==> src/rtl/fsm_cycle_seq.sv <==
// Per-instruction bus-cycle sequencer: walks the operand/address/memory cycles for the
// decoded addressing mode and drives address select, PC advance, read/write and completion.
module fsm_cycle_seq (
   input  logic       i_clk,
   input  logic       i_rst,
   input  logic       i_start,
   input  logic       i_acc,
   input  logic       i_imm,
   input  logic       i_zp,
   input  logic       i_zpy,
   input  logic       i_ci,
   input  logic       i_w,
   input  logic       i_alu,
   input  logic       i_ld,
   input  logic       i_rdy,
   output logic       o_rw,
   output logic [1:0] o_addr_sel,
   output logic       o_pc_inc,
   output logic       o_busy,
   output logic       o_done,
   output logic       o_acc_we,
   output logic [2:0] o_state
);

   typedef enum logic [2:0] {
      StIdle = 3'd0,
      StOp1  = 3'd1,
      StOp2  = 3'd2,
      StIdx  = 3'd3,
      StFix  = 3'd4,
      StMem  = 3'd5,
      StExe  = 3'd6
   } state_e;

   state_e     r_state;
   state_e     w_state_d;

   logic       r_acc, r_imm, r_zp, r_zpy, r_ci, r_w, r_alu, r_ld;

   logic       w_mode_imm;
   logic       w_mode_zpy;
   logic       w_mode_zp;
   logic       w_rw;
   logic [1:0] w_addr_sel;
   logic       w_pc_inc;
   logic       w_last;
   logic       w_illegal;
   logic       w_stall;
   logic       w_done;

   // Mode priority: ACC > IMM > ZPY > ZP > absolute.
   assign w_mode_imm = ~r_acc & r_imm;
   assign w_mode_zpy = ~r_acc & ~r_imm & r_zpy;
   assign w_mode_zp  = ~r_acc & ~r_imm & ~r_zpy & r_zp;

   always_ff @(posedge i_clk) begin
      if (i_rst) begin
         r_state <= StIdle;
         r_acc   <= 1'b0;
         r_imm   <= 1'b0;
         r_zp    <= 1'b0;
         r_zpy   <= 1'b0;
         r_ci    <= 1'b0;
         r_w     <= 1'b0;
         r_alu   <= 1'b0;
         r_ld    <= 1'b0;
      end else begin
         r_state <= w_state_d;
         if (r_state == StIdle && i_start) begin
            r_acc <= i_acc;
            r_imm <= i_imm;
            r_zp  <= i_zp;
            r_zpy <= i_zpy;
            r_ci  <= i_ci;
            r_w   <= i_w;
            r_alu <= i_alu;
            r_ld  <= i_ld;
         end
      end
   end

   always_comb begin
      w_state_d  = r_state;
      w_rw       = 1'b1;
      w_addr_sel = 2'b00;
      w_pc_inc   = 1'b0;
      w_last     = 1'b0;
      w_illegal  = 1'b0;
      w_stall    = 1'b0;

      case (r_state)
         StIdle: begin
            if (i_start) begin
               w_state_d = i_acc ? StExe : StOp1;
            end
         end
         StOp1: begin
            w_pc_inc = 1'b1;
            if (w_mode_imm) begin
               w_last    = 1'b1;
               w_state_d = StIdle;
            end else if (w_mode_zpy) begin
               w_state_d = StIdx;
            end else if (w_mode_zp) begin
               w_state_d = StMem;
            end else begin
               w_state_d = StOp2;
            end
         end
         StOp2: begin
            w_pc_inc  = 1'b1;
            w_state_d = r_ci ? StFix : StMem;
         end
         StIdx: begin
            w_addr_sel = 2'b01;
            w_state_d  = StMem;
         end
         StFix: begin
            w_addr_sel = 2'b10;
            w_state_d  = StMem;
         end
         StMem: begin
            w_addr_sel = (w_mode_zp | w_mode_zpy) ? 2'b01 : 2'b10;
            w_rw       = ~r_w;
            w_last     = 1'b1;
            w_state_d  = StIdle;
         end
         StExe: begin
            w_last    = 1'b1;
            w_state_d = StIdle;
         end
         default: begin
            w_illegal = 1'b1;
            w_state_d = StIdle;
         end
      endcase

      // Only read cycles wait for memory; writes and illegal codes always move on.
      w_stall = w_rw & ~i_rdy & (r_state != StIdle) & ~w_illegal;
      if (w_stall) begin
         w_state_d = r_state;
      end
   end

   // Reset masks the outputs immediately so an aborted instruction never shows DONE.
   assign w_done     = ~i_rst & w_last & ~w_stall;
   assign o_done     = w_done;
   assign o_acc_we   = w_done & (r_alu | r_ld) & ~r_w;
   assign o_pc_inc   = ~i_rst & w_pc_inc & ~w_stall;
   assign o_rw       = i_rst | w_rw;
   assign o_addr_sel = i_rst ? 2'b00 : w_addr_sel;
   assign o_busy     = ~i_rst & (r_state != StIdle);
   assign o_state    = i_rst ? 3'd0 : r_state;

endmodule

==> config.mk <==
export PLATFORM = sky130hd
export DESIGN_NAME = fsm_cycle_seq
export DESIGN_NICKNAME = d
export VERILOG_FILES = /design/src/rtl/fsm_cycle_seq.sv
export SDC_FILE = /design/constraint.sdc
export NUM_CORES = 1
export LEC_CHECK = 0
export CELL_PAD_IN_SITES_DETAIL_PLACEMENT = 1
export CELL_PAD_IN_SITES_GLOBAL_PLACEMENT = 2
export CORE_MARGIN = 5
export CORE_UTILIZATION = 23
export CTS_CLUSTER_DIAMETER = 100
export DETAILED_ROUTE_END_ITERATION = 10
export PLACE_DENSITY = 0.76
export SYNTH_ARGS = -nofsm -noshare
export SYNTH_HDL_FRONTEND = slang
export SYNTH_SLANG_ARGS = --single-unit
==> constraint.sdc <==
create_clock -name i_clk -period 1.6 [get_ports i_clk]
set_input_delay 0.16 -clock i_clk [delete_from_list [all_inputs] [get_ports i_clk]]
set_output_delay 0.16 -clock i_clk [all_outputs]
set_load 0.03 [all_outputs]
==> flow_metrics.py, run 1 <==
metrics = {
    "yosys": {
        "ys_types": 33,
        "ys_seq_area_share_pct": 32.8,
        "synth_nets": 103,
        "synth_area_leader_cell": "dfxtp_1",
        "ys_seq_elements": 11,
        "synth.avg_cell_area_um2": 7.38,
        "synth_edf_count": 0,
        "yosysMostFrequentCell": "nand2_1",
        "synth_ff_type": "dfxtp_1",
        "yosysTopAreaCellShare_pct": 32.8,
        "synth_area_um2": 672,
        "synthCells": 91,
        "ys_top_cells_by_area": "dfxtp_1, nand2_1, a21oi_1",
        "synth_commonest_cells": "nand2_1, a21oi_1, dfxtp_1, nor2_1",
        "async_flop_share_pct": 0,
        "yosysWarnings": 0,
    },
    "clock_tree": {
        "clk_latency_ns": 0.28,
        "cts_sinks": 11,
        "clk_path_buf_depth": 2,
        "cts-root-buf": "clkbuf_4",
        "cts_made_buffers": 3,
        "cts_tree": "done",
        "cts_hold_buf": 0,
        "path_clk_slew_ns": 0.07,
        "htreeDepth": 1,
    },
    "grt": {
        "grt_pass1_wl_um": 3680,
        "gr-total-overflow": 0,
        "grt_usage_pct": 11.0,
        "grt_antenna_before_repair": 0,
        "grt_max_degree": 10,
        "first_global_vias": 804,
    },
    "timing": {
        "rsz0062_at_grt": "true",
        "final-setup-viol-count": 1,
        "setup_tns_ns": -0.0935,
        "worst_pin_slew_ns": 0.317,
        "slew_viol_final": 0,
        "skew_ns": 0.00200,
        "relSlewSlack_pct": 78.7,
        "fin_crit_sh_pct": 106,
        "clock.fmax_mhz": 590,
        "min_period_ns": 1.69,
        "fin_ws_ns": -0.0935,
        "hold_viol_final": 0,
    },
    "outcome": {
        "violations": "negative setup slack",
        "outcome": "finished, violations left",
    },
    "worst_setup_path": {
        "critical_path.startpoint_type": "flip-flop",
        "cp-endpoint": "o_acc_we",
        "r2r_slack_ns": 0.13,
        "r2r-start": "r_state[0]",
        "crit_type": "flip-flop to primary output",
        "crit_start": "r_state[0]",
        "r2r_end": "r_state[0]",
        "end_kind": "primary output",
        "cp_max_fo": 5,
        "critPathArrivalTime_ns": 1.53,
        "required_ns": 1.44,
        "reg2reg_depth": 5,
    },
    "detailed_routing": {
        "drc": 0,
        "drtIter0Drc": 29,
        "routed_wl_um": 2220,
        "vias": 756,
        "wl_per_cell_um": 14.1,
        "viasPerCell": 4.82,
        "ant_nets": 0,
        "firstDrtPassIters": 4,
    },
    "place": {
        "io_buffers": 21,
        "dp.final_hpwl_um": 1710,
        "place_congestion": 0.787,
        "post-place-ws_ns": -0.162,
        "numPlacedInstances": 149,
        "placed_area_um2": 968,
    },
    "floorplanning": {
        "initial_core_util_pct": 24.2,
        "design.die.area_um2": 4100,
        "fp-row-count": 19,
        "core_area_um2": 2780,
        "ioPinCount": 22,
        "fp.dieH_um": 64.1,
        "die-width_um": 64.1,
    },
    "pwr": {
        "cellPowerDensity_nw_per_um2": 1790,
        "p_leak_nw": 0.433,
        "ir_worst_vdd_mv": 0.773,
    },
    "final_layout": {
        "layout-drive-gt1-share_pct": 36.5,
        "final_nets": 139,
        "fin_cells": 157,
        "num_antenna_cells": 0,
        "fill_cells": 342,
        "fin_area_um2": 1080,
        "synthToLayoutAreaGrowth_pct": 61.3,
    },
    "hold_path": {
        "hold_path.class": "input pin to flip-flop",
        "min_from": "i_rdy",
    },
    "job": {
        "max_cap_viol_count": 0,
    },
}
==> power by group <==
group	internal (mW)	total [mW]	switching (mW)
Clock	0.0927	0.199	0.106
Sequential	0.383	0.494	0.110
Combinational	0.588	1.24	0.655
==> per-stage QoR <==
step | power [mW] | utilization [%] | hold WS (ns)
floorplan | 1.20 | - | 0.241
global placement | 1.54 | 34.8 | 0.448
detailed placement | 1.56 | 34.8 | 0.455
CTS | 1.88 | 37.8 | 0.366
global route | 2.07 | 39.0 | 0.377
finish | 1.93 | 39.0 | 0.365
==> worst min-delay path by stage <==
stage,endpoint,slack (ns),cells past startpoint
finish,r_state[1],0.37,3
global route,r_state[1],0.38,3
CTS,r_state[1],0.37,3
detailed placement,r_ld,0.45,2
global placement,r_ld,0.45,2
floorplan,r_state[1],0.24,1
==> cell families after synthesis <==
logic type	after synthesis	share of synthesized area (%)
buffers and inverters	9	6.52
AO/OA/AOI/OAI	24	25.9
multiplexers	1	1.49
AND/OR/NAND/NOR	46	33.3
flip-flops	11	32.8
==> repair_timing <==
item,4_1_cts,5_1_grt
endpoints found under the setup margin,5,3
pin swaps,2,0
gates resized for setup,13,6
buffers inserted,2,3
==> critical path, stage by stage (launching register included) <==
cell     delay (ns)
dfxtp_4        0.37
buf_6          0.13
o22a_1         0.24
nor3_4         0.14
nor3b_4        0.23
buf_6          0.16
==> layout make-up <==
type	instances	area [um2]	share of cell area, %
Inverter	4	15.0	1.39
Clock buffer	3	22.5	2.08
Tap cell	31	38.8	3.58
Clock inverter	1	5.00	0.462
Sequential cell	11	235	21.7
Timing Repair Buffer	36	312	28.8
Multi-Input combinational cell	71	455	42.0
==> flip-flops by register name (all words and copies together) (netlist names) <==
signal,flops
r_acc,1
r_zpy,1
r_ci,1
r_alu,1
r_w,1
r_zp,1
r_imm,1
r_ld,1
r_state,3
==> routing by layer <==
metal,vias to the layer above,global-route usage (%),routed length (um)
li1,383,-,-
met1,356,12.8,963
met2,17,19.1,1120
met3,0,4.55,129
met4,0,1.56,0
met5,-,0,0
==> placed cells by master (no fill, tap or decap), types with 4 or more instances in the layout <==
master / netlist / layout
buf_4: 0 / 21
a21oi_1: 12 / 11
nor2_1: 8 / 7
dfxtp_1: 11 / 5
inv_1: 4 / 4
nand2_1: 20 / 20
buf_6: 1 / 4
clkdlybuf4s50_1: 0 / 10
(Power assumes the default switching activity.)
==> run 2: changes to the inputs <==
- CORE_ASPECT_RATIO: unset -> 0.5
==> flow_metrics.py, run 2 (synthesis gave the netlist of run 1 again) <==
metrics = {
    "outcome": {
        "outcome": "finished, violations left",
        "violations": "negative setup slack",
    },
    "pwr": {
        "cellPowerDensity_nw_per_um2": 1800,
        "power.total_mw": 2.02,
        "ir_worst_vdd_mv": 0.508,
        "p_leak_nw": 0.469,
    },
    "final_layout": {
        "top_register": "r_state",
        "finalCoreUtilization_pct": 41.7,
        "synthToLayoutAreaGrowth_pct": 67.4,
        "largest_reg_flops": 3,
        "final_common_cell": "buf_4",
        "most-common-layout-cells": "buf_4, nand2_1, a21oi_1",
        "fin_cells": 168,
        "num_antenna_cells": 0,
        "layout-drive-gt1-share_pct": 35.9,
        "final_nets": 144,
    },
    "place": {
        "io_buffers": 21,
        "numPlacedInstances": 157,
        "place_congestion": 0.744,
        "post-place-ws_ns": -0.103,
        "dp.final_hpwl_um": 1660,
    },
    "clock_tree": {
        "clk_latency_ns": 0.24,
        "cts-root-buf": "clkbuf_8",
        "htreeDepth": 1,
        "cts_tree": "done",
        "path_clk_slew_ns": 0.05,
        "cts_sinks": 11,
        "cts_hold_buf": 0,
        "cts_made_buffers": 3,
        "clk_path_buf_depth": 2,
    },
    "floorplanning": {
        "fp-row-count": 13,
        "core_area_um2": 2700,
        "fp.dieH_um": 48.2,
        "die-width_um": 86.4,
        "design.die.area_um2": 4170,
        "ioPinCount": 22,
        "initial_core_util_pct": 24.9,
    },
    "timing": {
        "skew_ns": 0.00182,
        "fin_ws_ns": -0.0661,
        "final-setup-viol-count": 2,
        "min_period_ns": 1.67,
        "setup_tns_ns": -0.119,
        "rsz0062_at_grt": "true",
        "slew_viol_final": 0,
        "fin_crit_sh_pct": 104,
        "hold_viol_final": 0,
        "relSlewSlack_pct": 68.0,
        "clock.fmax_mhz": 600,
        "worst_pin_slew_ns": 0.475,
    },
    "worst_setup_path": {
        "end_kind": "primary output",
        "r2r_end": "r_state[2]",
        "r2r_slack_ns": 0.06,
        "cp_max_fo": 5,
        "required_ns": 1.44,
        "r2r-start": "r_state[0]",
        "critical_path.startpoint_type": "flip-flop",
        "crit_type": "flip-flop to primary output",
        "reg2reg_depth": 6,
        "critPathArrivalTime_ns": 1.51,
    },
    "hold_path": {
        "min_from": "i_rdy",
        "holdPathEnd": "r_state[1]",
        "worstHoldPathCells": 3,
        "hold_path.class": "input pin to flip-flop",
    },
    "detailed_routing": {
        "wl_met2_um": 1050,
        "viasPerCell": 4.63,
        "drtIter0Drc": 24,
        "drc": 0,
        "top_layer": "met3",
        "vias": 778,
        "wl_per_cell_um": 13.5,
        "wl_met3_um": 97,
        "ant_nets": 0,
        "routed_wl_um": 2260,
        "firstDrtPassIters": 4,
        "drt-met1-wl_um": 1110,
    },
    "grt": {
        "gr-total-overflow": 0,
        "first_global_vias": 724,
        "grt_pass1_wl_um": 3450,
        "grt_max_degree": 11,
        "grt_usage_pct": 11.2,
        "grt_antenna_before_repair": 0,
    },
    "job": {
        "max_cap_viol_count": 0,
    },
}
==> run 2: changes by cell type in the layout (fill, tap and decap cells not counted), sizes merged <==
cell / change
dlymetal6s2s: +1
dlygate4sd2: -1
buf: +5
==> run 2: layer usage <==
metal	vias to the layer above	global-route usage, %
met5	-	0
met4	0	4.66
met3	0	3.20
met2	16	17.0
met1	366	15.2
li1	396	-
==> run 2: area by class of cell <==
class	count	area, um2
fill	344	1580
multi-input combinational	71	435
timing repair buffer	41	353
sequential	11	229
tap	37	46.3
clock buffer	3	41.3
inverter	4	15.0
clock inverter	1	5.00
==> run 2: metrics by stage <==
step	hold slack, ns	cell area (um2)
final	0.298	1120
after global routing	0.307	1120
after CTS	0.459	1090
after detailed placement	0.452	991
after global placement	0.448	991
after floorplan	0.241	697
==> run 2: where the power goes <==
part	total, mW	internal (mW)	switching (mW)	leakage (nW)
clock network	0.284	0.172	0.113	0.0255
logic	1.27	0.610	0.658	0.352
registers	0.470	0.376	0.0937	0.0919
total	2.02	1.16	0.864	0.469
==> run 2: worst max-delay path by stage <==
stage	startpoint	endpoint	slack (ns)	cells past startpoint
floorplan	r_state[1]	o_acc_we	-0.08	5
global placement	i_rdy	o_acc_we	-0.08	6
detailed placement	i_rdy	o_acc_we	-0.10	6
CTS	r_state[0]	o_acc_we	-0.07	5
global route	r_state[1]	o_acc_we	-0.14	5
finish	r_state[0]	o_acc_we	-0.07	5
==> run 2: timing repair <==
action	4_1_cts	5_1_grt
buffers inserted	5	2
gates resized for setup	6	6
pin swaps	2	4
setup endpoints to repair	2	14
==> run 2: worst max-delay path: stages (launching register included) <==
cell     delay, ns
dfxtp_4       0.36
buf_6         0.11
o22a_1        0.23
nor3_4        0.21
nor3b_4       0.21
buf_6         0.15
==> run 3: changes to the inputs <==
- SLEW_MARGIN: unset -> 10
==> results of run 3 <==
Same layout as run 2: the final DEF is identical, and so are final timing and power.
==> edit (config.mk and constraints of run 2) <==
Make the reset (`i_rst`) asynchronous in one clocked block.
--- a/src/rtl/fsm_cycle_seq.sv
+++ b/src/rtl/fsm_cycle_seq.sv
@@ -53,7 +53,7 @@
    assign w_mode_zpy = ~r_acc & ~r_imm & r_zpy;
    assign w_mode_zp  = ~r_acc & ~r_imm & ~r_zpy & r_zp;
 
-   always_ff @(posedge i_clk) begin
+   always_ff @(posedge i_clk or posedge i_rst) begin
       if (i_rst) begin
          r_state <= StIdle;
          r_acc   <= 1'b0;
Function: no difference found for any inputs over 10 cycles, from zero or initial values and one cycle with i_rst high; that may be too few to reach the edited logic, so the function may still have changed.
==> edit against run 2 <==
Worst setup slack improved by 91 ps. Clock skew about the same. Sequential cell count unchanged. Final area increased by 8.1%. Total power increased by 11%. Area after synthesis increased by 14%. Wire length decreased by 3.3%. Die area increased by 12%. Maximum frequency increased by 5.8%.
==> edit: results (changes against run 2) <==
critical_path:
  cp_slowest_stage_delay_ps: 410  # +50 ps
  crit_start: "r_state[1]"
  r2r-end: "r_zpy"
  rr_worst_depth: 4  # -2
  slowest_stage: "dfrtp_1"
  crit_fanout: 4  # -1
  arrival_ps: 1420  # -90 ps
synth:
  synth.distinct_cells: 31  # -6.1%
  synth_nets: 90  # -13%
  synth_compound_area_share_pct: 16.2  # -9.7 points
  synth_common_cells: "14 x nor2_1, 11 x dfrtp_1, 8 x mux2_4, 5 x a21oi_1"
  synth_mux_area_share_pct: 17.0  # +16 points
  netlist_top_cells_area: "dfrtp_1 36%, mux2_4 16%, nor2_1 6.9%"
  synth.most_common_cell: "nor2_1"
  ys.flop_type: "dfrtp_1"
  async_reset_ff_share_pct: 100  # +100 points
  ys_seq_area_share_pct: 35.9  # +3.2 points
detailed_routing:
  wl_met2_um: 933  # -11%
  wl_met3_um: 124  # +28%
  drtPass1Iterations: 5  # +1
  top_layer: "met4"
  wl_met1_mm: 1.12  # +0.72%
  wl_per_cell_um: 14.2  # +5.5%
  drt_iter0_drc: 34  # +42%
  post_drt_via_cell_ratio: 4.69  # +1.2%
grt:
  grt_pass1_wl_mm: 3.77  # +9.4%
  track_usage_pct: 10.4  # -0.79 points
  grt_util_met2_pct: 15.6  # -1.4 points
  grt_pass1_vias: 783  # +8.1%
  use_met3_pct: 3.43  # +0.23 points
  grt_start_max_net_pins: 12  # +1
power_and_ir_drop:
  intPower_mw: 1.31  # +13%
  power_leakage_nw: 0.514  # +9.5%
  ir_drop_uv: 464  # -8.5%
  pg_comb_mw: 1.42  # +12%
  p_seq_share_pct: 24.3  # +1.1 points
sta:
  setup_ws_ps: 24.9  # +91.1 ps
  worst_pin_slew_ps: 275  # -200 ps
  holdWs_ps: 335  # +37.2 ps
  final.setup_skew_ps: 1.42  # -0.404 ps
finish:
  nNetsFinal: 127  # -12%
  num-fill-cells: 355  # +3.2%
placed_design:
  gp_congestion: 0.806  # +8.4%
  dp_hpwl_mm: 1.68  # +1.3%
status:
  status: "finished, final reports clean"
hold_path:
  hp-class: "in2async"
die:
  std_cell_rows: 14  # +1
edit: how the worst max path moves through the flow:
| stage | to | cells past startpoint |
|---|---|---|
| finish | o_acc_we | 5 |
| floorplan | o_rw | 4 |
| global route | o_acc_we | 5 |
| CTS | o_acc_we | 5 |
| global placement | o_acc_we | 6 |
| detailed placement | o_acc_we | 6 |
edit: per-stage QoR:
stage | cells | power [mW] | instance area [um2]
finish | 154 | 2.25 | 1220
global route | 154 | 2.42 | 1220
CTS | 153 | 2.15 | 1160
detailed placement | 145 | 1.72 | 1050
global placement | 145 | 1.72 | 1050
floorplan | 78 | 1.40 | 779
edit: layout make-up:
class	count	area (um2)	area share, %
timing repair buffer	37	317	26.0
sequential	11	278	22.8
multi-input combinational	59	515	42.4
inverter	3	11.3	0.926
tap	40	50.0	4.12
clock buffer	4	45.0	3.70
edit: what timing repair did:
action / CTS / global route
buffers inserted: 4 / 1
endpoints found under the setup margin: 5 / 14
pin swaps: 4 / 2
gates resized for setup: 7 / 14
